<file path="src/rtl/cpu_pkg.sv">
// Shared CPU definitions: ALUOp encodings, opcode constants and the
// decoded-control bundle carried down the pipeline.
package cpu_pkg;

  localparam logic [1:0] ALUOP_LW_SW  = 2'b00;
  localparam logic [1:0] ALUOP_BEQ    = 2'b01;
  localparam logic [1:0] ALUOP_RTYPE  = 2'b10;
  localparam logic [1:0] ALUOP_BUBBLE = 2'b11;

  localparam logic [6:0] OPC_RTYPE  = 7'b0110011;
  localparam logic [6:0] OPC_ITYPE  = 7'b0010011;
  localparam logic [6:0] OPC_LOAD   = 7'b0000011;
  localparam logic [6:0] OPC_STORE  = 7'b0100011;
  localparam logic [6:0] OPC_BRANCH = 7'b1100011;

  typedef struct packed {
    logic [1:0] ALUOp;
    logic       ALUSrc;
    logic       RegWrite;
    logic       MemtoReg;
    logic       MemRead;
    logic       MemWrite;
  } ctrl_t;

  localparam int CTRL_W = $bits(ctrl_t);

  localparam ctrl_t CTRL_BUBBLE = '{
    ALUOp:    ALUOP_BUBBLE,
    ALUSrc:   1'b0,
    RegWrite: 1'b0,
    MemtoReg: 1'b0,
    MemRead:  1'b0,
    MemWrite: 1'b0
  };

  // An invalid slot must never carry side-effecting control.
  function automatic ctrl_t bubble_mask(input ctrl_t c, input logic valid);
    return valid ? c : CTRL_BUBBLE;
  endfunction

endpackage

</file>
<file path="src/rtl/pipe_field_reg.sv">
// One pipeline field group: reset/flush load CLR_VAL, stall holds, otherwise
// the group captures its input.
module pipe_field_reg #(
  parameter int          W       = 1,
  parameter logic [W-1:0] CLR_VAL = '0
) (
  input  logic         clk,
  input  logic         rst,
  input  logic         stall,
  input  logic         flush,
  input  logic [W-1:0] d,
  output logic [W-1:0] q
);

  logic [W-1:0] q_reg;

  always_ff @(posedge clk) begin
    if (rst || flush) begin
      q_reg <= CLR_VAL;
    end else if (!stall) begin
      q_reg <= d;
    end
  end

  assign q = q_reg;

endmodule

</file>
<file path="src/rtl/id_ex_pipe_reg.sv">
// ID/EX pipeline register with stall/flush and valid tracking.
// Optional perf counters enabled by defining ID_EX_PERF_CNT_EN.
module id_ex_pipe_reg
  import cpu_pkg::*;
#(
  parameter int DATA_W = 32,
  parameter int REG_AW = 5,
  parameter int CNT_W  = 32
) (
  input  logic              clk_i,
  input  logic              rst_i,
  input  logic              stall_i,
  input  logic              flush_i,
  input  logic              id_valid_i,
  input  logic [1:0]        ALUOp_i,
  input  logic              ALUSrc_i,
  input  logic              RegWrite_i,
  input  logic              MemtoReg_i,
  input  logic              MemRead_i,
  input  logic              MemWrite_i,
  input  logic [DATA_W-1:0] pc_i,
  input  logic [DATA_W-1:0] rs1_data_i,
  input  logic [DATA_W-1:0] rs2_data_i,
  input  logic [DATA_W-1:0] imm_i,
  input  logic [9:0]        funct_i,
  input  logic [REG_AW-1:0] rs1_addr_i,
  input  logic [REG_AW-1:0] rs2_addr_i,
  input  logic [REG_AW-1:0] rd_addr_i,
  output logic [1:0]        ALUOp_o,
  output logic              ALUSrc_o,
  output logic              RegWrite_o,
  output logic              MemtoReg_o,
  output logic              MemRead_o,
  output logic              MemWrite_o,
  output logic [DATA_W-1:0] pc_o,
  output logic [DATA_W-1:0] rs1_data_o,
  output logic [DATA_W-1:0] rs2_data_o,
  output logic [DATA_W-1:0] imm_o,
  output logic [9:0]        funct_o,
  output logic [REG_AW-1:0] rs1_addr_o,
  output logic [REG_AW-1:0] rs2_addr_o,
  output logic [REG_AW-1:0] rd_addr_o,
  output logic              valid_o,
  output logic              ex_load_o,
  output logic [CNT_W-1:0]  bubble_cnt_o,
  output logic [CNT_W-1:0]  stall_cnt_o
);

  localparam int DATA_GRP_W = 4 * DATA_W;
  localparam int ADDR_GRP_W = 10 + 3 * REG_AW;

  ctrl_t ctrl_in;
  ctrl_t ctrl_next;
  ctrl_t ctrl_q;

  logic [DATA_GRP_W-1:0] data_next;
  logic [DATA_GRP_W-1:0] data_q;
  logic [ADDR_GRP_W-1:0] addr_next;
  logic [ADDR_GRP_W-1:0] addr_q;
  logic                  valid_q;

  assign ctrl_in = '{
    ALUOp:    ALUOp_i,
    ALUSrc:   ALUSrc_i,
    RegWrite: RegWrite_i,
    MemtoReg: MemtoReg_i,
    MemRead:  MemRead_i,
    MemWrite: MemWrite_i
  };

  // Masking here keeps the bubble invariant true for loads with id_valid_i = 0.
  assign ctrl_next = bubble_mask(ctrl_in, id_valid_i);
  assign data_next = {pc_i, rs1_data_i, rs2_data_i, imm_i};
  assign addr_next = {funct_i, rs1_addr_i, rs2_addr_i, rd_addr_i};

  pipe_field_reg #(
    .W       (CTRL_W),
    .CLR_VAL (CTRL_BUBBLE)
  ) u_ctrl (
    .clk   (clk_i),
    .rst   (rst_i),
    .stall (stall_i),
    .flush (flush_i),
    .d     (ctrl_next),
    .q     (ctrl_q)
  );

  pipe_field_reg #(
    .W       (1),
    .CLR_VAL (1'b0)
  ) u_valid (
    .clk   (clk_i),
    .rst   (rst_i),
    .stall (stall_i),
    .flush (flush_i),
    .d     (id_valid_i),
    .q     (valid_q)
  );

  pipe_field_reg #(
    .W       (DATA_GRP_W),
    .CLR_VAL ('0)
  ) u_data (
    .clk   (clk_i),
    .rst   (rst_i),
    .stall (stall_i),
    .flush (flush_i),
    .d     (data_next),
    .q     (data_q)
  );

  pipe_field_reg #(
    .W       (ADDR_GRP_W),
    .CLR_VAL ('0)
  ) u_addr (
    .clk   (clk_i),
    .rst   (rst_i),
    .stall (stall_i),
    .flush (flush_i),
    .d     (addr_next),
    .q     (addr_q)
  );

  assign ALUOp_o    = ctrl_q.ALUOp;
  assign ALUSrc_o   = ctrl_q.ALUSrc;
  assign RegWrite_o = ctrl_q.RegWrite;
  assign MemtoReg_o = ctrl_q.MemtoReg;
  assign MemRead_o  = ctrl_q.MemRead;
  assign MemWrite_o = ctrl_q.MemWrite;

  assign {pc_o, rs1_data_o, rs2_data_o, imm_o}        = data_q;
  assign {funct_o, rs1_addr_o, rs2_addr_o, rd_addr_o} = addr_q;

  assign valid_o   = valid_q;
  assign ex_load_o = valid_q & ctrl_q.MemRead;

`ifdef ID_EX_PERF_CNT_EN
  logic [CNT_W-1:0] bubble_cnt_reg;
  logic [CNT_W-1:0] stall_cnt_reg;

  // A bubble enters EX on every flush and on every load of an empty ID slot.
  always_ff @(posedge clk_i) begin
    if (rst_i) begin
      bubble_cnt_reg <= '0;
      stall_cnt_reg  <= '0;
    end else begin
      if (flush_i || (!stall_i && !id_valid_i)) begin
        bubble_cnt_reg <= bubble_cnt_reg + 1'b1;
      end
      if (stall_i && !flush_i) begin
        stall_cnt_reg <= stall_cnt_reg + 1'b1;
      end
    end
  end

  assign bubble_cnt_o = bubble_cnt_reg;
  assign stall_cnt_o  = stall_cnt_reg;
`else
  assign bubble_cnt_o = '0;
  assign stall_cnt_o  = '0;
`endif

endmodule

</file>
<file path="config.mk">
export PLATFORM = sky130hd
export DESIGN_NAME = id_ex_pipe_reg
export DESIGN_NICKNAME = d
export VERILOG_FILES = /design/src/rtl/cpu_pkg.sv /design/src/rtl/pipe_field_reg.sv /design/src/rtl/id_ex_pipe_reg.sv
export SDC_FILE = /design/constraint.sdc
export NUM_CORES = 1
export LEC_CHECK = 0
export ABC_AREA = 0
export ABC_CLOCK_PERIOD_IN_PS = 900
export CAP_MARGIN = 30
export CORE_MARGIN = 10
export CORE_UTILIZATION = 29
export CTS_BUF_LIST = sky130_fd_sc_hd__clkbuf_4 sky130_fd_sc_hd__clkbuf_8
export DETAILED_ROUTE_END_ITERATION = 10
export GPL_ROUTABILITY_DRIVEN = 0
export HOLD_SLACK_MARGIN = 0.08
export PLACE_DENSITY = 0.68
export SETUP_SLACK_MARGIN = 0.5
export SYNTH_ARGS = -nofsm -noshare
export SYNTH_HDL_FRONTEND = slang
export SYNTH_HIERARCHICAL = 1
export SYNTH_SLANG_ARGS = --single-unit
</file>
<file path="constraint.sdc">
create_clock -name clk_i -period 0.9 [get_ports clk_i]
set_input_delay 0.18 -clock clk_i [delete_from_list [all_inputs] [get_ports clk_i]]
set_output_delay 0.18 -clock clk_i [all_outputs]
set_load 0.005 [all_outputs]
</file>
==> impl_metrics.env, run 1 <==
export IMPL_clock_latency_ns=0.44
export IMPL_drc=0
export IMPL_final_common_cell="buf_6"
export IMPL_hold_worst_slack_ns=-0.00299
export IMPL_initial_core_util_pct=29.5
export IMPL_hold_viol_final=1
export IMPL_cp_cell_sequence="and2_4 -> buf_6"
export IMPL_grt_max_degree=53
export IMPL_syn_to_final_growth_pct=69.1
export IMPL_critPathArrivalTime_ns=1.05
export IMPL_crit_family="flip-flops"
export IMPL_die_x_um=169
export IMPL_syn_inst=595
export IMPL_top_level_ports=391
export IMPL_h_tree_depth=4
export IMPL_fin_tns_setup_ns=-27.83
export IMPL_cp_end_kind="output pin"
export IMPL_portBuffers=326
export IMPL_total_power_mw=15.3
export IMPL_layout_common_cells="172 x buf_6, 160 x clkdlybuf4s50_1, 160 x dfxtp_2"
export IMPL_slowest_delay_ns=0.35
export IMPL_path_clk_slew_ns=0.09
export IMPL_dr_total_vias=5187
export IMPL_crit_type="reg -> out"
export IMPL_ys_types=14
export IMPL_finalSetupViolations=162
export IMPL_fin_skew_ns=0
export IMPL_p_leak_nw=4.98
export IMPL_core_area_mm2=0.0218
export IMPL_dieArea_mm2=0.0286
export IMPL_yosysSeqAreaShare_pct=50.1
export IMPL_wire_per_inst_um=17.6
export IMPL_drt_total_wl_um=21900
export IMPL_p_per_area_mw_per_mm2=1400
export IMPL_path_max_fanout=3
export IMPL_grt_pass1_vias=5352
export IMPL_maxCapViolations=0
export IMPL_via_per_inst=4.17
export IMPL_rsz0062_at_grt="yes"
export IMPL_ys_ff_latch=161
export IMPL_clockRootBuffer="clkbuf_8"
export IMPL_antenna_found_initial=0
export IMPL_die_h_um=169
export IMPL_fin_nets=1115
export IMPL_yosys_warnings=6
export IMPL_drtPass1Iterations=4
export IMPL_peakVddDrop_uv=824
export IMPL_cts_path_max_buffers=2
export IMPL_outcome="finished, violations left"
export IMPL_syn_area_mm2=0.00644
export IMPL_period_needed_ns=1.23
export IMPL_cts_sinks=161
export IMPL_failed_checks="negative hold slack, negative setup slack"
export IMPL_hold_path_class="in -> reg"
export IMPL_grt_usage_pct=14.2
export IMPL_drt_iter0_drc=193
export IMPL_cts_tree="done"
export IMPL_placement_rows=54
export IMPL_slew_violations=0
export IMPL_n_antenna_cell=0
export IMPL_ant_nets=0
export IMPL_grt_first_pass_wirelength_um=31800
export IMPL_grt_overflow=0
export IMPL_drive_above_1_share_pct=43.3
export IMPL_dpl_hpwl_um=16700
export IMPL_required_ns=0.72
export IMPL_cp_start_kind="register"
export IMPL_post_route_period_util_pct=136
export IMPL_setup_ws_ns=-0.327
export IMPL_largest_reg_flops=128
export IMPL_synth_avg_cell_area_um2=10.8
export IMPL_crit_slowest_cell="dfxtp_2"
export IMPL_clock_fmax_mhz=815
export IMPL_cts_buffers=17
export IMPL_crit_buf_inv=1
[area by class of cell]
class,instances,area [um^2]
clock buffer,17,234
fill,2043,10900
clock inverter,15,146
multi-input combinational,398,2570
tap,280,350
timing repair buffer,372,4160
sequential,161,3430
[report_power, final]
| group | switching, mW | total, mW | internal [mW] |
|---|---|---|---|
| sequential | 0.164 | 7.56 | 7.39 |
| combinational | 0.907 | 2.56 | 1.65 |
| clock | 3.09 | 5.14 | 2.05 |
| total | 4.16 | 15.3 | 11.1 |
[metal layers]
metal  up-vias  GRT usage (%)  wire (um)
li1       2527              -          -
met1      2390           16.1       8910
met2       256           23.0      10300
met3        14           6.69       2320
met4         0           4.73        318
met5         -              0          0
[metrics by stage]
stage | cell area, um^2 | util [%] | setup slack (ns) | cells
floorplan | 6850 | - | 0.0763 | 658
CTS | 10700 | 49.0 | -0.363 | 1238
global route | 10900 | 49.9 | -0.388 | 1243
finish | 10900 | 49.9 | -0.327 | 1243
detailed placement | 9880 | 45.3 | -0.470 | 1195
global placement | 9880 | 45.3 | -0.447 | 1195
[final timing paths]
| path | from | end | depth (start not counted) | slack, ns |
|---|---|---|---|---|
| worst max-delay path | u_valid/q | ex_load_o | 2 | -0.33 |
| worst min-delay path | flush_i | u_valid/q | 3 | -0.003 |
| worst max register to register | u_data/q[40] | u_data/q[40] | 4 | 0.06 |
| worst min register to register | u_ctrl/q[6] | u_ctrl/q[6] | 2 | 0.48 |
[synthesized netlist by cell type]
master / count / area share, %
and2_1: 6 / 0.58
buf_12: 13 / 4.0
buf_2: 12 / 0.93
buf_4: 65 / 7.6
buf_6: 9 / 1.6
conb_1: 1 / 0.058
dfxtp_1: 161 / 50
mux2i_1: 161 / 25
nand2_1: 2 / 0.12
nand2b_1: 2 / 0.19
nor2_1: 159 / 9.3
nor3_2: 1 / 0.16
or2_1: 1 / 0.097
or2_4: 2 / 0.27
[cells by family after synthesis]
family / after synthesis / share of synthesized area, %
other: 1 / 0.0583
multiplexers: 161 / 25.0
AND/OR/NAND/NOR: 173 / 10.7
flip-flops: 161 / 50.1
buffers and inverters: 99 / 14.1
[tightest hold or removal path: stages]
cell	delay [ns]
buf_2	0.10
buf_6	0.10
nor3_2	0.03
[repair_timing]
action / in CTS / in global routing
pin swaps: 63 / 106
setup buffers: 4 / 5
hold endpoints to repair: 3 / 3
endpoints found under the setup margin: 323 / 323
cloned: 7 / 0
resized for setup: 920 / 30
Note: power is estimated with default switching activity, not from simulation.
==> inputs of run 2 (changes only) <==
- ABC_CLOCK_PERIOD_IN_PS: 900 -> default
- PLACE_DENSITY: 0.68 -> 0.71
==> run 2 against run 1 <==
Against the previous run: the flow finishes with violations (negative setup slack); sequential share of layout area rose by 0.098 points; design area decreased by 0.31%; global-route usage up 0.17 points; via count increased by 0.19%; cell count up 0.40%; utilization decreased by 0.15 points; highest routed layer unchanged; total power up 4.3%; register-to-register slack improved by 0.06 ns; combinational power down 2%.
==> impl_metrics.env, run 2 (synthesis results as in run 1) <==
export IMPL_outcome="finished, violations left"
export IMPL_failed_checks="negative setup slack"
export IMPL_grt_pass1_vias=5480
export IMPL_dieArea_mm2=0.0286
export IMPL_hold_path_class="in -> reg"
export IMPL_dpl_hpwl_um=16900
export IMPL_critPathArrivalTime_ns=1.04
export IMPL_period_needed_ns=1.22
export IMPL_wire_per_inst_um=17.6
export IMPL_hold_viol_final=0
export IMPL_cts_path_max_buffers=2
export IMPL_drt_iter0_drc=177
export IMPL_portBuffers=326
export IMPL_hold_worst_slack_ns=0.0161
export IMPL_core_area_mm2=0.0218
export IMPL_ant_nets=0
export IMPL_cp_start_kind="register"
export IMPL_dr_total_vias=5197
export IMPL_slew_violations=0
export IMPL_grt_max_degree=58
export IMPL_required_ns=0.72
export IMPL_final_common_cell="buf_6"
export IMPL_path_max_fanout=3
export IMPL_use_met1_pct=14.8
export IMPL_die_x_um=169
export IMPL_peakVddDrop_uv=858
export IMPL_clock_latency_ns=0.44
export IMPL_drtPass1Iterations=4
export IMPL_rrSetupSlack_ns=0.12
export IMPL_grt_first_pass_wirelength_um=32300
export IMPL_rsz0062_at_grt="yes"
export IMPL_p_leak_nw=4.98
export IMPL_layout_common_cells="168 x buf_6, 160 x clkdlybuf4s50_1, 160 x dfxtp_2"
export IMPL_reg2reg_from="u_ctrl/q[1]"
export IMPL_setup_ws_ns=-0.317
export IMPL_fin_skew_ns=0
export IMPL_antenna_found_initial=0
export IMPL_cts_tree="done"
export IMPL_crit_type="reg -> out"
export IMPL_grt_overflow=0
export IMPL_die_h_um=169
export IMPL_h_tree_depth=4
export IMPL_syn_to_final_growth_pct=68.6
export IMPL_clockRootBuffer="clkbuf_8"
export IMPL_min_path_cells=3
export IMPL_initial_core_util_pct=29.5
export IMPL_dp_slack_ns=-0.491
export IMPL_top_level_ports=391
export IMPL_gr_usage_met3_pct=8.68
export IMPL_clock_fmax_mhz=822
export IMPL_cts_buffers=17
export IMPL_r2r_cells=3
export IMPL_path_clk_slew_ns=0.09
export IMPL_cp_end_kind="output pin"
export IMPL_gr_usage_met2_pct=24.7
export IMPL_p_per_area_mw_per_mm2=1470
export IMPL_placement_rows=54
export IMPL_drc=0
export IMPL_drt_total_wl_um=22000
export IMPL_min_to="u_valid/q"
export IMPL_fin_nets=1120
export IMPL_drive_above_1_share_pct=43.8
export IMPL_finalSetupViolations=162
export IMPL_post_route_period_util_pct=135
export IMPL_maxCapViolations=0
export IMPL_grt_busiest_layer="met2"
export IMPL_cts_sinks=161
export IMPL_largest_reg_flops=128
export IMPL_via_per_inst=4.16
export IMPL_fillers=2015
export IMPL_hp_start="flush_i"
export IMPL_n_antenna_cell=0
export IMPL_reg2reg_to="u_ctrl/q[1]"
export IMPL_grt_usage_pct=14.4
[run 2: cell types whose count changed in the layout (fill, tap and decap cells not counted), sizes merged]
cell      before  now
buf          210  215
bufinv         0    3
clkinv         4    1
clkbuf        18   19
clkinvlp       3    2
[run 2: timing repair]
| action | in CTS | in global routing |
|---|---|---|
| pin swaps | 99 | 74 |
| endpoints found under the setup margin | 323 | 323 |
| resized for setup | 912 | 34 |
| gates cloned | 5 | 0 |
| endpoints found under the hold margin | 3 | 2 |
| setup buffers | 5 | 5 |
[run 2: critical path: stages (launching register included)]
cell,delay [ns]
dfxtp_4,0.36
and2_4,0.13
buf_6,0.11
[run 2: report_power, final]
part	total [mW]	switching, mW	internal [mW]	leakage [nW]
clock network	5.84	2.97	2.88	0.213
logic	2.52	0.902	1.62	3.38
registers	7.56	0.163	7.39	1.38
[run 2: final cells by class]
class | instances | area, um^2 | area share, %
flip-flops and latches | 161 | 3430 | 31.6
clock inverters | 14 | 189 | 1.74
well taps | 280 | 350 | 3.23
clock buffers | 18 | 241 | 2.23
multi-input cells | 398 | 2570 | 23.7
repair buffers | 377 | 4070 | 37.5
[run 2: how the worst max path moves through the flow]
stage / from / endpoint / depth (start not counted)
final: u_ctrl/q[1] / ex_load_o / 2
after detailed placement: flush_i / u_data/q[10] / 5
after global placement: flush_i / u_data/q[83] / 5
after global routing: u_ctrl/q[1] / ex_load_o / 2
after CTS: u_ctrl/q[1] / ex_load_o / 2
after floorplan: flush_i / u_data/q[100] / 4
[run 2: layer usage]
| metal | share of wire (%) | vias to the layer above |
|---|---|---|
| li1 | - | 2542 |
| met1 | 38 | 2382 |
| met2 | 48 | 266 |
| met3 | 13 | 7 |
| met4 | 0.69 | 0 |
| met5 | 0 | - |
[run 2: through the flow]
step	util (%)	setup TNS, ns	instances	instance area (um^2)	power, mW
2_1_floorplan	-	0	658	6850	8.89
3_3_place_gp	45.2	-83.45	1201	9850	9.99
3_5_place_dp	45.2	-86.74	1201	9850	10.0
4_1_cts	48.8	-34.87	1243	10600	16.1
5_1_grt	49.7	-37.40	1248	10900	16.7
6_report	49.7	-26.34	1248	10900	15.9
==> inputs of run 3 (changes only) <==
- CORE_UTILIZATION: 29 -> 35
- PLACE_DENSITY: 0.71 -> 0.82
==> run 3 against run 2 <==
Against the previous run: the run ends with negative hold slack, negative setup slack left; routed wire length up 2.1%; clock-buffer cell count down 1; first-iteration DRC count down 2.3%; design area down 0.15%; worst setup slack better by 0.0046 ns; global-route usage up 2.4 points.
==> impl_metrics.env, run 3 (synthesis results as in run 1) <==
export IMPL_antenna_found_initial=0
export IMPL_drt_iter0_drc=173
export IMPL_p_leak_nw=5.00
export IMPL_clockRootBuffer="clkbuf_8"
export IMPL_n_antenna_cell=0
export IMPL_slew_violations=0
export IMPL_core_area_mm2=0.0180
export IMPL_rsz0062_at_grt="yes"
export IMPL_dpl_hpwl_um=16100
export IMPL_crit_family="flip-flops"
export IMPL_dp_slack_ns=-0.509
export IMPL_path_clk_slew_ns=0.09
export IMPL_cts_path_max_buffers=2
export IMPL_top_level_ports=391
export IMPL_outcome="finished, violations left"
export IMPL_wire_per_inst_um=18.8
export IMPL_clock_latency_ns=0.44
export IMPL_portBuffers=326
export IMPL_grt_first_pass_wirelength_um=31700
export IMPL_placed_cell_area_mm2=0.00964
export IMPL_reg2reg_to="u_data/q[10]"
export IMPL_post_route_period_util_pct=135
export IMPL_die_h_um=156
export IMPL_fin_skew_ns=0
export IMPL_finalSetupViolations=162
export IMPL_failed_checks="negative hold slack, negative setup slack"
export IMPL_crit_buf_inv=1
export IMPL_fillers=1430
export IMPL_min_path_cells=3
export IMPL_fin_nets=1116
export IMPL_fin_cells=1192
export IMPL_crit_type="reg -> out"
export IMPL_reg2reg_from="u_data/q[10]"
export IMPL_pwr_share_comb_pct=15.6
export IMPL_internal_power_mw=12.4
export IMPL_hp_start="rst_i"
export IMPL_cts_buffers=17
export IMPL_hold_worst_slack_ns=-0.0240
export IMPL_h_tree_depth=4
export IMPL_dieArea_mm2=0.0242
export IMPL_fin_area_mm2=0.0108
export IMPL_clock_fmax_mhz=825
export IMPL_grt_overflow=0
export IMPL_slowest_delay_ns=0.34
export IMPL_initial_core_util_pct=35.7
export IMPL_largest_reg_flops=128
export IMPL_drt_total_wl_um=22500
export IMPL_drc=0
export IMPL_path_max_fanout=3
export IMPL_rrSetupSlack_ns=0.04
export IMPL_fin_tns_setup_ns=-26.60
export IMPL_syn_to_final_growth_pct=68.4
export IMPL_min_to="u_valid/q"
export IMPL_critPathArrivalTime_ns=1.03
export IMPL_cp_start_kind="register"
export IMPL_swShare_pct=23.9
export IMPL_layout_common_cells="177 x buf_6, 161 x dfxtp_2, 160 x clkdlybuf4s50_1, 160 x mux2i_1, 155 x nor2_1"
export IMPL_cp_end_kind="output pin"
export IMPL_r2r_cells=4
export IMPL_setup_ws_ns=-0.313
export IMPL_post_place_cells=1131
export IMPL_drtPass1Iterations=4
export IMPL_period_needed_ns=1.21
export IMPL_grt_max_degree=61
export IMPL_p_per_area_mw_per_mm2=1500
export IMPL_dr_total_vias=5239
export IMPL_p_sw_mw=3.88
export IMPL_crit_slowest_cell="dfxtp_2"
export IMPL_grt_pass1_vias=5329
export IMPL_pwr_share_clk_pct=37.8
export IMPL_hold_viol_final=1
export IMPL_p_seq_share_pct=46.6
export IMPL_cts_sinks=161
export IMPL_hold_path_class="in -> reg"
export IMPL_ant_nets=0
export IMPL_placement_rows=49
export IMPL_peakVddDrop_uv=945
export IMPL_via_per_inst=4.40
export IMPL_final_common_cell="buf_6"
export IMPL_drive_above_1_share_pct=43.0
export IMPL_maxCapViolations=0
export IMPL_required_ns=0.72
export IMPL_grt_usage_pct=16.8
export IMPL_cts_tree="done"
export IMPL_die_x_um=156
export IMPL_cp_cell_sequence="and2_4 -> buf_6"
run 3: changes by cell type in the layout (fill, tap and decap cells not counted), moves of 3 or more:
cell	before	now
inv_6	6	3
buf_6	168	177
nor2_1	152	155
buf_4	23	7
mux2i_2	3	0
nor2_2	7	4
run 3: through the flow:
stage | utilization [%] | power (mW)
CTS | 58.4 | 16.3
global route | 60.1 | 17.0
floorplan | - | 8.89
finish | 60.1 | 16.2
detailed placement | 53.5 | 9.93
global placement | 53.5 | 9.89
run 3: layout make-up:
type / count / area [um^2] / area share, %
clock buffers: 17 / 234 / 2.16
flip-flops and latches: 161 / 3420 / 31.6
multi-input cells: 398 / 2570 / 23.7
repair buffers: 373 / 4100 / 37.8
well taps: 229 / 287 / 2.64
clock inverters: 14 / 226 / 2.09
run 3: worst max path at each step:
stage / slack, ns / startpoint / endpoint / cells past startpoint
6_report: -0.31 / u_ctrl/q[1] / ex_load_o / 2
5_1_grt: -0.37 / u_ctrl/q[1] / ex_load_o / 2
4_1_cts: -0.35 / u_ctrl/q[1] / ex_load_o / 2
3_5_place_dp: -0.51 / flush_i / u_data/q[109] / 4
3_3_place_gp: -0.46 / flush_i / u_data/q[11] / 4
2_1_floorplan: 0.08 / flush_i / u_data/q[100] / 4
run 3: layer usage:
metal	part of all wire (%)	vias to the layer above	GRT usage, %	routed length (um)
met2	51	270	29.2	11400
met3	9.6	31	7.44	2150
met5	0	-	0	0
met4	2.1	0	5.12	466
li1	-	2526	-	-
met1	38	2412	17.9	8440
run 3: worst register-to-register path, delay by kind of cell (launching register included):
family        cells  cell delay, ns
flops             1            0.34
mux               1            0.15
buf+inv           2            0.21
simple gates      1            0.06
run 3: power groups by stage:
| stage | clock network [mW] | registers, mW | logic, mW |
|---|---|---|---|
| 2_1_floorplan | 0 | 7.66 | 1.23 |
| 3_3_place_gp | 0 | 7.64 | 2.25 |
| 3_5_place_dp | 0 | 7.65 | 2.28 |
| 4_1_cts | 6.35 | 7.54 | 2.43 |
| 5_1_grt | 6.69 | 7.59 | 2.70 |
| 6_report | 6.14 | 7.56 | 2.53 |
run 3: what timing repair did:
action                                 CTS  global route
setup endpoints to repair              323           323
gates cloned                             6             0
endpoints found under the hold margin    3             3
buffers inserted                        12            12
pin swaps                               77           102
gates resized for setup                911            43
